--- config.mk ---
export PLATFORM = sky130hd
export DESIGN_NAME = mips_ucode_sequencer_flat
export DESIGN_NICKNAME = d
export VERILOG_FILES = /design/src/rtl/mips_ucode_pkg.sv /design/src/rtl/mips_ucode_if.sv /design/src/rtl/mips_ucode_wait_timer.sv /design/src/rtl/mips_ucode_sequencer.sv /design/src/flat_wrapper.sv
export SDC_FILE = /design/constraint.sdc
export NUM_CORES = 1
export LEC_CHECK = 0
export CORE_MARGIN = 2
export CORE_UTILIZATION = 35
export DETAILED_ROUTE_END_ITERATION = 8
export PLACE_DENSITY = 0.65
export SLEW_MARGIN = 10
export SYNTH_ARGS = -nofsm -noshare
export SYNTH_HDL_FRONTEND = slang
export SYNTH_SLANG_ARGS = --single-unit
--- constraint.sdc ---
create_clock -name clk -period 1.6 [get_ports clk]
set_input_delay 0.32 -clock clk [delete_from_list [all_inputs] [get_ports clk]]
set_output_delay 0.32 -clock clk [all_outputs]
set_load 0.005 [all_outputs]
--- src/rtl/mips_ucode_pkg.sv ---
// Shared encodings and defaults for the MIPS microcode next-address sequencer.
package mips_ucode_pkg;

  localparam int UPC_W_DEF      = 5;
  localparam int FETCH_ADDR_DEF = 0;
  localparam int FAULT_ADDR_DEF = 31;
  localparam int WAIT_LIMIT_DEF = 64;

  typedef enum logic [2:0] {
    AC_SEQ   = 3'b000,
    AC_FETCH = 3'b001,
    AC_DISP1 = 3'b010,
    AC_DISP2 = 3'b011,
    AC_JUMP  = 3'b100,
    AC_WAIT  = 3'b101,
    AC_CALL  = 3'b110,
    AC_RET   = 3'b111
  } addr_ctl_e;

  typedef enum logic {
    ST_RUN,
    ST_WAITING
  } seq_state_e;

endpackage

--- src/rtl/mips_ucode_if.sv ---
// Control-store side bundle: micro-instruction fields, dispatch results, status out.
interface mips_ucode_if #(
  parameter int UPC_W = 5
);
  logic [2:0]       addr_ctl;
  logic [UPC_W-1:0] jump_addr;
  logic [UPC_W-1:0] disp1_addr;
  logic             disp1_valid;
  logic [UPC_W-1:0] disp2_addr;
  logic             disp2_valid;
  logic             mdu_busy;
  logic             hold;
  logic [UPC_W-1:0] upc;
  logic             in_wait;
  logic             dispatch_fault;
  logic             wait_timeout;

  modport master (
    output addr_ctl, jump_addr, disp1_addr, disp1_valid, disp2_addr, disp2_valid,
           mdu_busy, hold,
    input  upc, in_wait, dispatch_fault, wait_timeout
  );

  modport slave (
    input  addr_ctl, jump_addr, disp1_addr, disp1_valid, disp2_addr, disp2_valid,
           mdu_busy, hold,
    output upc, in_wait, dispatch_fault, wait_timeout
  );
endinterface

--- src/rtl/mips_ucode_wait_timer.sv ---
// RUN/WAITING state machine for multiply stalls: busy counter, timeout detect, in_wait.
module mips_ucode_wait_timer
  import mips_ucode_pkg::*;
#(
  parameter int WAIT_LIMIT = WAIT_LIMIT_DEF
) (
  input  logic clk,
  input  logic rst_n,
  input  logic hold,
  input  logic wait_req,
  input  logic mdu_busy,
  output logic active,
  output logic stall,
  output logic timeout,
  output logic in_wait
);

  localparam int CNT_W = (WAIT_LIMIT > 2) ? $clog2(WAIT_LIMIT) : 1;

  seq_state_e       state, state_n;
  logic [CNT_W-1:0] wait_cnt, cnt_n;

  always_ff @(posedge clk or negedge rst_n) begin
    if (!rst_n) begin
      state    <= ST_RUN;
      wait_cnt <= '0;
      in_wait  <= 1'b0;
    end else if (!hold) begin
      state    <= state_n;
      wait_cnt <= cnt_n;
      in_wait  <= (state_n == ST_WAITING);
    end
  end

  // The entry cycle counts as the first busy cycle, so the timeout fires on
  // exactly the WAIT_LIMIT-th consecutive busy cycle.
  always_comb begin
    state_n = state;
    cnt_n   = wait_cnt;
    stall   = 1'b0;
    timeout = 1'b0;
    active  = (state == ST_WAITING);
    if (!hold) begin
      case (state)
        ST_RUN: begin
          if (wait_req && mdu_busy) begin
            state_n = ST_WAITING;
            cnt_n   = CNT_W'(1);
            stall   = 1'b1;
          end
        end
        ST_WAITING: begin
          if (!mdu_busy) begin
            state_n = ST_RUN;
            cnt_n   = '0;
          end else if (wait_cnt == CNT_W'(WAIT_LIMIT - 1)) begin
            state_n = ST_RUN;
            cnt_n   = '0;
            timeout = 1'b1;
          end else begin
            cnt_n = wait_cnt + 1'b1;
            stall = 1'b1;
          end
        end
        default: state_n = ST_RUN;
      endcase
    end
  end

endmodule

--- src/rtl/mips_ucode_sequencer.sv ---
// Micro-PC next-address sequencer. Optional CALL/RET via a one-entry return
// register when UCODE_CALL_EN is defined; otherwise 110/111 fault to FETCH.
module mips_ucode_sequencer
  import mips_ucode_pkg::*;
#(
  parameter int UPC_W      = UPC_W_DEF,
  parameter int FETCH_ADDR = FETCH_ADDR_DEF,
  parameter int FAULT_ADDR = FAULT_ADDR_DEF,
  parameter int WAIT_LIMIT = WAIT_LIMIT_DEF
) (
  input logic        clk,
  input logic        rst_n,
  mips_ucode_if.slave bus
);

  localparam logic [UPC_W-1:0] FETCH_A = UPC_W'(FETCH_ADDR);
  localparam logic [UPC_W-1:0] FAULT_A = UPC_W'(FAULT_ADDR);

  logic [UPC_W-1:0] upc, upc_n, upc_inc;
  logic             dispatch_fault, df_n;
  logic             wait_timeout, wt_n;
  logic             wait_req, active, stall, timeout, in_wait;

  assign wait_req = (bus.addr_ctl == AC_WAIT);
  assign upc_inc  = upc + 1'b1;

  mips_ucode_wait_timer #(
    .WAIT_LIMIT (WAIT_LIMIT)
  ) u_wait_timer (
    .clk      (clk),
    .rst_n    (rst_n),
    .hold     (bus.hold),
    .wait_req (wait_req),
    .mdu_busy (bus.mdu_busy),
    .active   (active),
    .stall    (stall),
    .timeout  (timeout),
    .in_wait  (in_wait)
  );

`ifdef UCODE_CALL_EN
  logic [UPC_W-1:0] ret_reg, ret_n;

  always_ff @(posedge clk or negedge rst_n) begin
    if (!rst_n) ret_reg <= FETCH_A;
    else        ret_reg <= ret_n;
  end
`endif

  always_comb begin
    upc_n = upc;
    df_n  = 1'b0;
    wt_n  = 1'b0;
`ifdef UCODE_CALL_EN
    ret_n = ret_reg;
`endif
    if (!bus.hold) begin
      // Once WAITING, addr_ctl is ignored and the timer alone steers upc.
      if (active || wait_req) begin
        if (timeout) begin
          upc_n = FAULT_A;
          wt_n  = 1'b1;
        end else if (!stall) begin
          upc_n = upc_inc;
        end
      end else begin
        case (bus.addr_ctl)
          AC_SEQ:   upc_n = upc_inc;
          AC_FETCH: upc_n = FETCH_A;
          AC_DISP1: begin
            upc_n = bus.disp1_valid ? bus.disp1_addr : FAULT_A;
            df_n  = !bus.disp1_valid;
          end
          AC_DISP2: begin
            upc_n = bus.disp2_valid ? bus.disp2_addr : FAULT_A;
            df_n  = !bus.disp2_valid;
          end
          AC_JUMP:  upc_n = bus.jump_addr;
`ifdef UCODE_CALL_EN
          AC_CALL: begin
            upc_n = bus.jump_addr;
            ret_n = upc_inc;
          end
          AC_RET:   upc_n = ret_reg;
          default:  upc_n = FETCH_A;
`else
          default: begin
            upc_n = FETCH_A;
            df_n  = 1'b1;
          end
`endif
        endcase
      end
    end
  end

  always_ff @(posedge clk or negedge rst_n) begin
    if (!rst_n) begin
      upc            <= FETCH_A;
      dispatch_fault <= 1'b0;
      wait_timeout   <= 1'b0;
    end else begin
      upc            <= upc_n;
      dispatch_fault <= df_n;
      wait_timeout   <= wt_n;
    end
  end

  assign bus.upc            = upc;
  assign bus.in_wait        = in_wait;
  assign bus.dispatch_fault = dispatch_fault;
  assign bus.wait_timeout   = wait_timeout;

endmodule

--- src/flat_wrapper.sv ---
// flat-port wrapper written by rule: the top's interface ports become plain ports
module mips_ucode_sequencer_flat import mips_ucode_pkg::*;
#(
  parameter int UPC_W      = UPC_W_DEF,
  parameter int FETCH_ADDR = FETCH_ADDR_DEF,
  parameter int FAULT_ADDR = FAULT_ADDR_DEF,
  parameter int WAIT_LIMIT = WAIT_LIMIT_DEF
)
  (clk, rst_n, bus_addr_ctl, bus_jump_addr, bus_disp1_addr, bus_disp1_valid, bus_disp2_addr, bus_disp2_valid, bus_mdu_busy, bus_hold, bus_upc, bus_in_wait, bus_dispatch_fault, bus_wait_timeout);
  mips_ucode_if #(.UPC_W(UPC_W)) bus_i ();
  input logic clk;
  input logic rst_n;
  input wire logic [$bits(bus_i.addr_ctl)-1:0] bus_addr_ctl;
  input wire logic [$bits(bus_i.jump_addr)-1:0] bus_jump_addr;
  input wire logic [$bits(bus_i.disp1_addr)-1:0] bus_disp1_addr;
  input wire logic [$bits(bus_i.disp1_valid)-1:0] bus_disp1_valid;
  input wire logic [$bits(bus_i.disp2_addr)-1:0] bus_disp2_addr;
  input wire logic [$bits(bus_i.disp2_valid)-1:0] bus_disp2_valid;
  input wire logic [$bits(bus_i.mdu_busy)-1:0] bus_mdu_busy;
  input wire logic [$bits(bus_i.hold)-1:0] bus_hold;
  output wire logic [$bits(bus_i.upc)-1:0] bus_upc;
  output wire logic [$bits(bus_i.in_wait)-1:0] bus_in_wait;
  output wire logic [$bits(bus_i.dispatch_fault)-1:0] bus_dispatch_fault;
  output wire logic [$bits(bus_i.wait_timeout)-1:0] bus_wait_timeout;
  assign bus_i.addr_ctl = bus_addr_ctl;
  assign bus_i.jump_addr = bus_jump_addr;
  assign bus_i.disp1_addr = bus_disp1_addr;
  assign bus_i.disp1_valid = bus_disp1_valid;
  assign bus_i.disp2_addr = bus_disp2_addr;
  assign bus_i.disp2_valid = bus_disp2_valid;
  assign bus_i.mdu_busy = bus_mdu_busy;
  assign bus_i.hold = bus_hold;
  assign bus_upc = bus_i.upc;
  assign bus_in_wait = bus_i.in_wait;
  assign bus_dispatch_fault = bus_i.dispatch_fault;
  assign bus_wait_timeout = bus_i.wait_timeout;
  mips_ucode_sequencer #(.UPC_W(UPC_W), .FETCH_ADDR(FETCH_ADDR), .FAULT_ADDR(FAULT_ADDR), .WAIT_LIMIT(WAIT_LIMIT)) u_core (.clk(clk), .rst_n(rst_n), .bus(bus_i));
endmodule
# Yosys cells after proc, flatten, opt, wreduce, memory -nomap -nowiden
# Index checks and enable logic that the tools add are counted.
[totals]
in_bits = 24
mem_bits_rw = 0
elab_cells = 50
latchBits = 0
romBits = 0
out_inout_bits = 8
regBits = 14
n_memories = 0
[classes]
n_lt_le_gt_ge = 0
n_div = 0
n_reduce_logical = 8
addsub = 2
n_mul = 0
bitwise_logic = 2
mux = 25
n_eq_ne = 8
shifts = 0
[op_table]
columns = ["operator", "count"]
rows = [
  ["5-bit two-way mux", 5],
  ["5-bit one-hot mux with 4 select lines", 1],
  ["6-bit two-way mux", 3],
  ["1-bit two-way mux", 13],
  ["6-bit one-hot mux with 2 select lines", 1],
  ["6-bit by 1-bit adder with 6-bit output, second input constant", 1],
  ["3-bit by 2-bit equality test with 1-bit output, second input constant", 2],
  ["3-bit equality test, second input constant", 2],
  ["6-bit equality test, second input constant", 1],
  ["5-bit by 1-bit adder with 5-bit output, second input constant", 1],
  ["2-bit AND reduction", 2],
  ["3-bit by 1-bit equality test with 1-bit output, second input constant", 1],
  ["3-bit logical NOT", 1],
  ["3-bit != test, second input constant", 1],
  ["1-bit one-hot mux with 3 select lines", 1],
  ["3-bit OR reduction", 1],
  ["1-bit logical NOT", 2],
  ["2-bit != test, second input constant", 1],
  ["1-bit NOT", 2],
  ["1-bit one-hot mux with 2 select lines", 1],
  ["1-bit logical AND", 1],
  ["1-bit logical OR", 1],
]

# Longest topological paths before layout
[logic_depth]
ltp_word = 8
depth_mapped = 6
depth_no_buf = 6

# Cells and area by module
# From an unflattened synthesis, not the netlist that was laid out.
[unflattened]
hier_cells = 129
hier_area_um2 = 1074.8
[by_module_without_submodules]
columns = ["mod", "seq_area_each_um2", "cells_per_inst", "instances", "area_each_um2"]
rows = [
  ["mips_ucode_sequencer", 175.2, 81, 1, 636.9],
  ["mips_ucode_wait_timer", 175.2, 48, 1, 437.9],
]

# Worst setup path before layout
# Ideal clock, no wire load.
[synth_timing]
path_kind = "register to register"
startpoint = "reg u_core.upc[0], in the netlist u_core.bus.upc[0]"
endpoint = "reg u_core.upc[4], in the netlist u_core.bus.upc[4]"
stages_incl_launch_ff = 7
synth_period_minus_slack_ns = 1.562
slack_ns = 0.038
required_time_ns = 1.474
setup_time_ns = 0.126
n_path_buf = 0
t_arrival_ns = 1.436
path_cell_list = "dfrtp_1 ha_1 nand3_1 xnor2_1 o221ai_1 a21oi_1 o32a_1"
[synth_between]
elab_chain_len = 4
word_cells_on_any_way = 5
classes_between = "add/sub (1); mux (4)"
[synth_lines]
columns = ["element", "line_no", "text"]
rows = [
  ["start: declaration", "mips_ucode_sequencer.sv:19", "logic [UPC_W-1:0] upc, upc_n, upc_inc;"],
  ["start signal: assignment", "mips_ucode_sequencer.sv:103", "upc <= upc_n;"],
  ["5-bit by 1-bit adder with 5-bit output *", "mips_ucode_sequencer.sv:25", "assign upc_inc = upc + 1'b1;"],
  ["5-bit two-way mux", "mips_ucode_sequencer.sv:63", "end else if (!stall) begin"],
  ["5-bit two-way mux", "mips_ucode_sequencer.sv:60", "if (timeout) begin"],
  ["5-bit two-way mux *", "mips_ucode_sequencer.sv:59", "if (active || wait_req) begin"],
]
# Every way passes the cells marked *; elsewhere a longest branch is shown, timed or not. The select of a mux whose other input is x is not followed.
# A chain may end at the register's enable or synchronous reset.

# Worst setup path in the final report
[layout_timing]
startpoint = "reg u_core.upc[3], in the netlist u_core.bus.upc[3]"
endpoint = "out bus_upc[3]"
[layout_lines]
columns = ["element", "line_no", "text"]
rows = [
  ["end: declaration", "flat_wrapper.sv:21", "output wire logic [$bits(bus_i.upc)-1:0] bus_upc;"],
]
# No word-level cell between the ends.

==> flow_results.org <==
** Floorplan
- Initial standard-cell utilization of the core :: between 30% and 40%
- Area of the core :: 2781 um^2
- Placement Rows :: 19
- Number of I/O pins :: 32
- Horizontal extent of the die :: 58.44 um
- Measured along the y axis, the die boundary spans 58.44 um.
- The die covers 3415 um^2.

** Worst setup path
- STA classifies the critical path startpoint as a flop.
- STA puts the critical path data arrival time at 1210 ps.
- The critical path in this run is classified as flop to output port.
- Number of buffers and inverters on the critical path :: 1
- CP Capture Type :: output port
- Traced cell by cell, the critical path runs through clkdlybuf4s50_1.
- The kind of cell with the highest combined delay along the critical path is buffers and inverters.
- Worst stage delay on the critical path :: 520 ps
- Of all nets on the critical path, the largest fanout is 4.
- Critical-path top delay cell :: sky130_fd_sc_hd__clkdlybuf4s50_1
- At the worst endpoint, the required time is ~1300 ps.

** Clock network
- For this design, the sink count on the clock tree is 14.
- Clock Root Buffer :: sky130_fd_sc_hd__clkbuf_4
- Number of CTS-inserted buffers :: 3
- The longest clock path from root to sink contains 2 buffers.
- The clock reaches the later pin of the worst-skew pair after about 280 ps.
- In this run the number of H-tree levels came out at 1.
- TritonCTS clock tree :: built
- After clock tree synthesis, the clock-pin slew on the worst setup and hold paths is 80 ps.

** Logic synthesis
- In the synthesized netlist the dominant register cell turns out to be sky130_fd_sc_hd__dfrtp_1.
- sky130_fd_sc_hd__o21ai_0 is the most common cell in the netlist.
- In the synthesized netlist, the number of instances is 125.
- Post-synthesis instance area :: 1037 um^2
- The synthesized netlist devotes roughly a third of its cell area to compound gates.
- Top cells by area, synth :: sky130_fd_sc_hd__dfrtp_1 (34%), sky130_fd_sc_hd__o21ai_0 (9.7%), sky130_fd_sc_hd__a21oi_1 (5.3%), sky130_fd_sc_hd__nor2b_1 (4.2%), sky130_fd_sc_hd__nor2_1 (3.6%)
- The Yosys step of the flow raised 0 warnings.
- Simple-gate portion of the synthesized area :: 27.26%
- sky130_fd_sc_hd__dfrtp_1 takes more of the synthesized area than any other cell.
- Combinational family with the most area after synthesis :: compound AO/OA/AOI/OAI gates
- Total nets after synthesis :: 151
- The synthesized design contains 14 register bits.
- Number of synthesized flops with an enable pin :: 0
- The synthesized netlist devotes 1.689% of its cell area to XOR and XNOR gates.
- In the synthesized netlist the async set-or-reset flop fraction comes to 100.0%.
- Most common library cells after synthesis :: sky130_fd_sc_hd__o21ai_0 (20), sky130_fd_sc_hd__dfrtp_1 (14), sky130_fd_sc_hd__a21oi_1 (11)
- Counting distinct cell types in the post-synthesis netlist gives 37.
- Multiplexer cells account for 0% of the synthesized area.
- A synthesized cell averages 8.298 um^2.
- Area fraction of the dominant cell type after synthesis :: roughly 34%
- After Yosys synthesis, full adders, half adders and majority gates account for 2.413% of the synthesized area.
- For this run, the register share of the synthesized area comes to between 30% and 40%.

** Global route
- Global-route wire length before repair :: 5064 um
- Number of global-route vias before repair :: 1,223
- GRT Overall Usage :: 19.23%
- The initial antenna violation count came to 0.
- Largest net degree at the start of global routing :: 15
- Global routing finished with a remaining overflow of 0.

** Placement
- Placer's final routability congestion estimate :: 0.9646
- Port bufs :: 31
- Placed wire-length estimate :: 2455 um
- Count of placed standard cells including taps :: 211

** Detailed routing
- After detailed routing, the number of vias per cell comes to ~5.5.
- Dividing the detail-routed wire length by the instance count gives 13.95 um.
- Detailed Routing Iterations Pass 1 :: 4
- The routed design has 3027 um of wire.
- After detailed routing, the number of remaining DRC violations is 0.
- Vias post-DR :: 1,191
- In this run the remaining antenna-violating nets after routing total 0.
- In this run, the number of DRC markers left after iteration 0 of detailed routing was 20.

** Finish
- Synthesis-to-layout area growth :: 62.36%
- Final standard cell count with taps included and fillers excluded :: 217
- Combined area of the multi-input logic cells :: 693.2 um^2
- The final layout contains 214 nets.
- Antenna Diode Count :: 0
- FF/Latch Area :: 351.6 um^2
- Post-route core utilization :: roughly 60%
- The filler cells instantiated in the layout total 253.
- Ratio of cells with drive above 1 in the final layout :: between 20% and 30%

** Pwr
- IR analysis of the VDD net gives a maximum drop of 0.5316 mV.
- P per Cell Area :: 749.4 nW/um^2
- In this run the static leakage power is 0.7790 nW.
- Final Power :: roughly 1.3 mW

** Worst hold path
- In this run the worst hold path is classified as input port to asynchronous set/reset pin.

** Timing
- Final hold analysis gives a worst-case slack of approximately 340 ps.
- Across the routed clock network, the largest skew measured is 4.793 ps.
- Number of setup violations in the final report :: 0
- Fin. max-slew vios :: 0
- Max Clk Rate :: 653.9 MHz
- Final period utilization :: 95.59%
- At the pin with the least slew margin, the transition time is between 300 and 400 ps.
- Final-report hold violation count :: 0
- The routed design could run at a clock period as short as roughly 1500 ps.
- Setup TNS :: 0 ps
- Max-slew headroom at the worst pin :: 79.14%

** Run
- The tool flagged a number of max-cap violations equal to 0.

** Status
- The run finished with clean final reports.
[power breakdown]
group	switching, mW	internal, mW
Combinational	0.251	0.352
Sequential	0.0517	0.410
Clock	0.111	0.0872
[worst paths after layout]
path                                                        startpoint                                           to  slack, ps  cells past startpoint
max reg2reg                              u_core.bus.upc[0]$_DFFE_PN0P_                u_core.bus.upc[2]$_DFFE_PN0P_         70                      7
min reg2reg                u_core.u_wait_timer.wait_cnt[5]$_DFFE_PN0P_  u_core.u_wait_timer.wait_cnt[5]$_DFFE_PN0P_        500                      1
min in group clk           u_core.u_wait_timer.wait_cnt[5]$_DFFE_PN0P_  u_core.u_wait_timer.wait_cnt[5]$_DFFE_PN0P_        500                      1
max                                      u_core.bus.upc[3]$_DFFE_PN0P_                                   bus_upc[3]         70                      1
max in group asynchronous                                        rst_n       u_core.u_wait_timer.active$_DFFE_PN0N_       1070                      2
min                                                              rst_n  u_core.u_wait_timer.wait_cnt[5]$_DFFE_PN0P_        340                      2
[cell usage in the layout, fill, tap and decap left out, types with 2 or more instances in the layout]
| cell | n |
|---|---|
| sky130_fd_sc_hd__buf_4 | 29 |
| sky130_fd_sc_hd__clkdlybuf4s50_1 | 23 |
| sky130_fd_sc_hd__o21ai_0 | 16 |
| sky130_fd_sc_hd__dfrtp_1 | 13 |
| sky130_fd_sc_hd__a21oi_1 | 10 |
| sky130_fd_sc_hd__nor2_1 | 10 |
| sky130_fd_sc_hd__nand2_1 | 7 |
| sky130_fd_sc_hd__nor2b_1 | 7 |
| sky130_fd_sc_hd__dlymetal6s2s_1 | 6 |
| sky130_fd_sc_hd__nand2b_1 | 5 |
| sky130_fd_sc_hd__inv_1 | 4 |
| sky130_fd_sc_hd__o21ai_1 | 4 |
| sky130_fd_sc_hd__and3_1 | 3 |
| sky130_fd_sc_hd__nand3_1 | 3 |
| sky130_fd_sc_hd__o221ai_1 | 3 |
| sky130_fd_sc_hd__clkbuf_4 | 3 |
| sky130_fd_sc_hd__nand3_2 | 2 |
| sky130_fd_sc_hd__a31oi_1 | 2 |
| sky130_fd_sc_hd__and2_1 | 2 |
| sky130_fd_sc_hd__nand4_1 | 2 |
| sky130_fd_sc_hd__or2_2 | 2 |
| sky130_fd_sc_hd__o31ai_1 | 2 |
| sky130_fd_sc_hd__ha_2 | 2 |
| sky130_fd_sc_hd__dlygate4sd2_1 | 2 |
| sky130_fd_sc_hd__buf_6 | 2 |
[flip-flops by register name, indices dropped and copies added (netlist names)]
| name | cells |
|---|---|
| u_core.u_wait_timer.wait_cnt | 6 |
| u_core.bus.upc | 5 |
| u_core.bus.dispatch_fault | 1 |
| u_core.bus.wait_timeout | 1 |
| u_core.u_wait_timer.active | 1 |
[worst register-to-register path: cells and delay by family, from the launching register on]
family | cells | cell delay, ps
flip-flops | 1 | 410
buffers and inverters | 1 | 140
AND/OR/NAND/NOR | 1 | 130
AO/OA/AOI/OAI | 3 | 400
XOR/XNOR | 1 | 140
adder cells (fa/ha/maj) | 1 | 190
[cell type report]
class / instances / share of cell area, %
Clock buffer: 3 / 1.337
Timing Repair Buffer: 62 / 33.43
Tap cell: 31 / 2.303
Sequential cell: 14 / 20.88
Inverter: 4 / 0.8915
Multi-Input combinational cell: 103 / 41.16
[per-stage QoR]
stage               worst slack, ps  area [um^2]
global route                 -3.543         1684
detailed placement           -437.4         1578
CTS                           9.567         1630
floorplan                     37.89         1037
finish                        70.62         1684
global placement             -327.6         1578
[cell families after synthesis]
| family | after synthesis |
|---|---|
| AOI/OAI and AO/OA | 49 |
| xor gates and xnor gates | 2 |
| adders and majority gates | 2 |
| and+or+nand+nor | 50 |
| DFF | 14 |
| buffers and inverters | 8 |
[metal layers]
| metal | wire length (um) | track usage [%] | up-vias |
|---|---|---|---|
| li1 | - | - | 589 |
| met1 | 1241 | 20.63 | 546 |
| met2 | 1558 | 36.28 | 46 |
| met3 | 161 | 2.418 | 10 |
| met4 | 66 | 9.967 | 0 |
| met5 | 0 | 0 | - |
[repair_timing]
| item | 4_1_cts | 5_1_grt |
|---|---|---|
| buffers inserted | 2 | 1 |
| pin swaps | 2 | 5 |
| resized for setup | 9 | 16 |
| hold buffers | 0 | 0 |
| endpoints found under the setup margin | 10 | 10 |
Power figures use the tool's default switching activity.
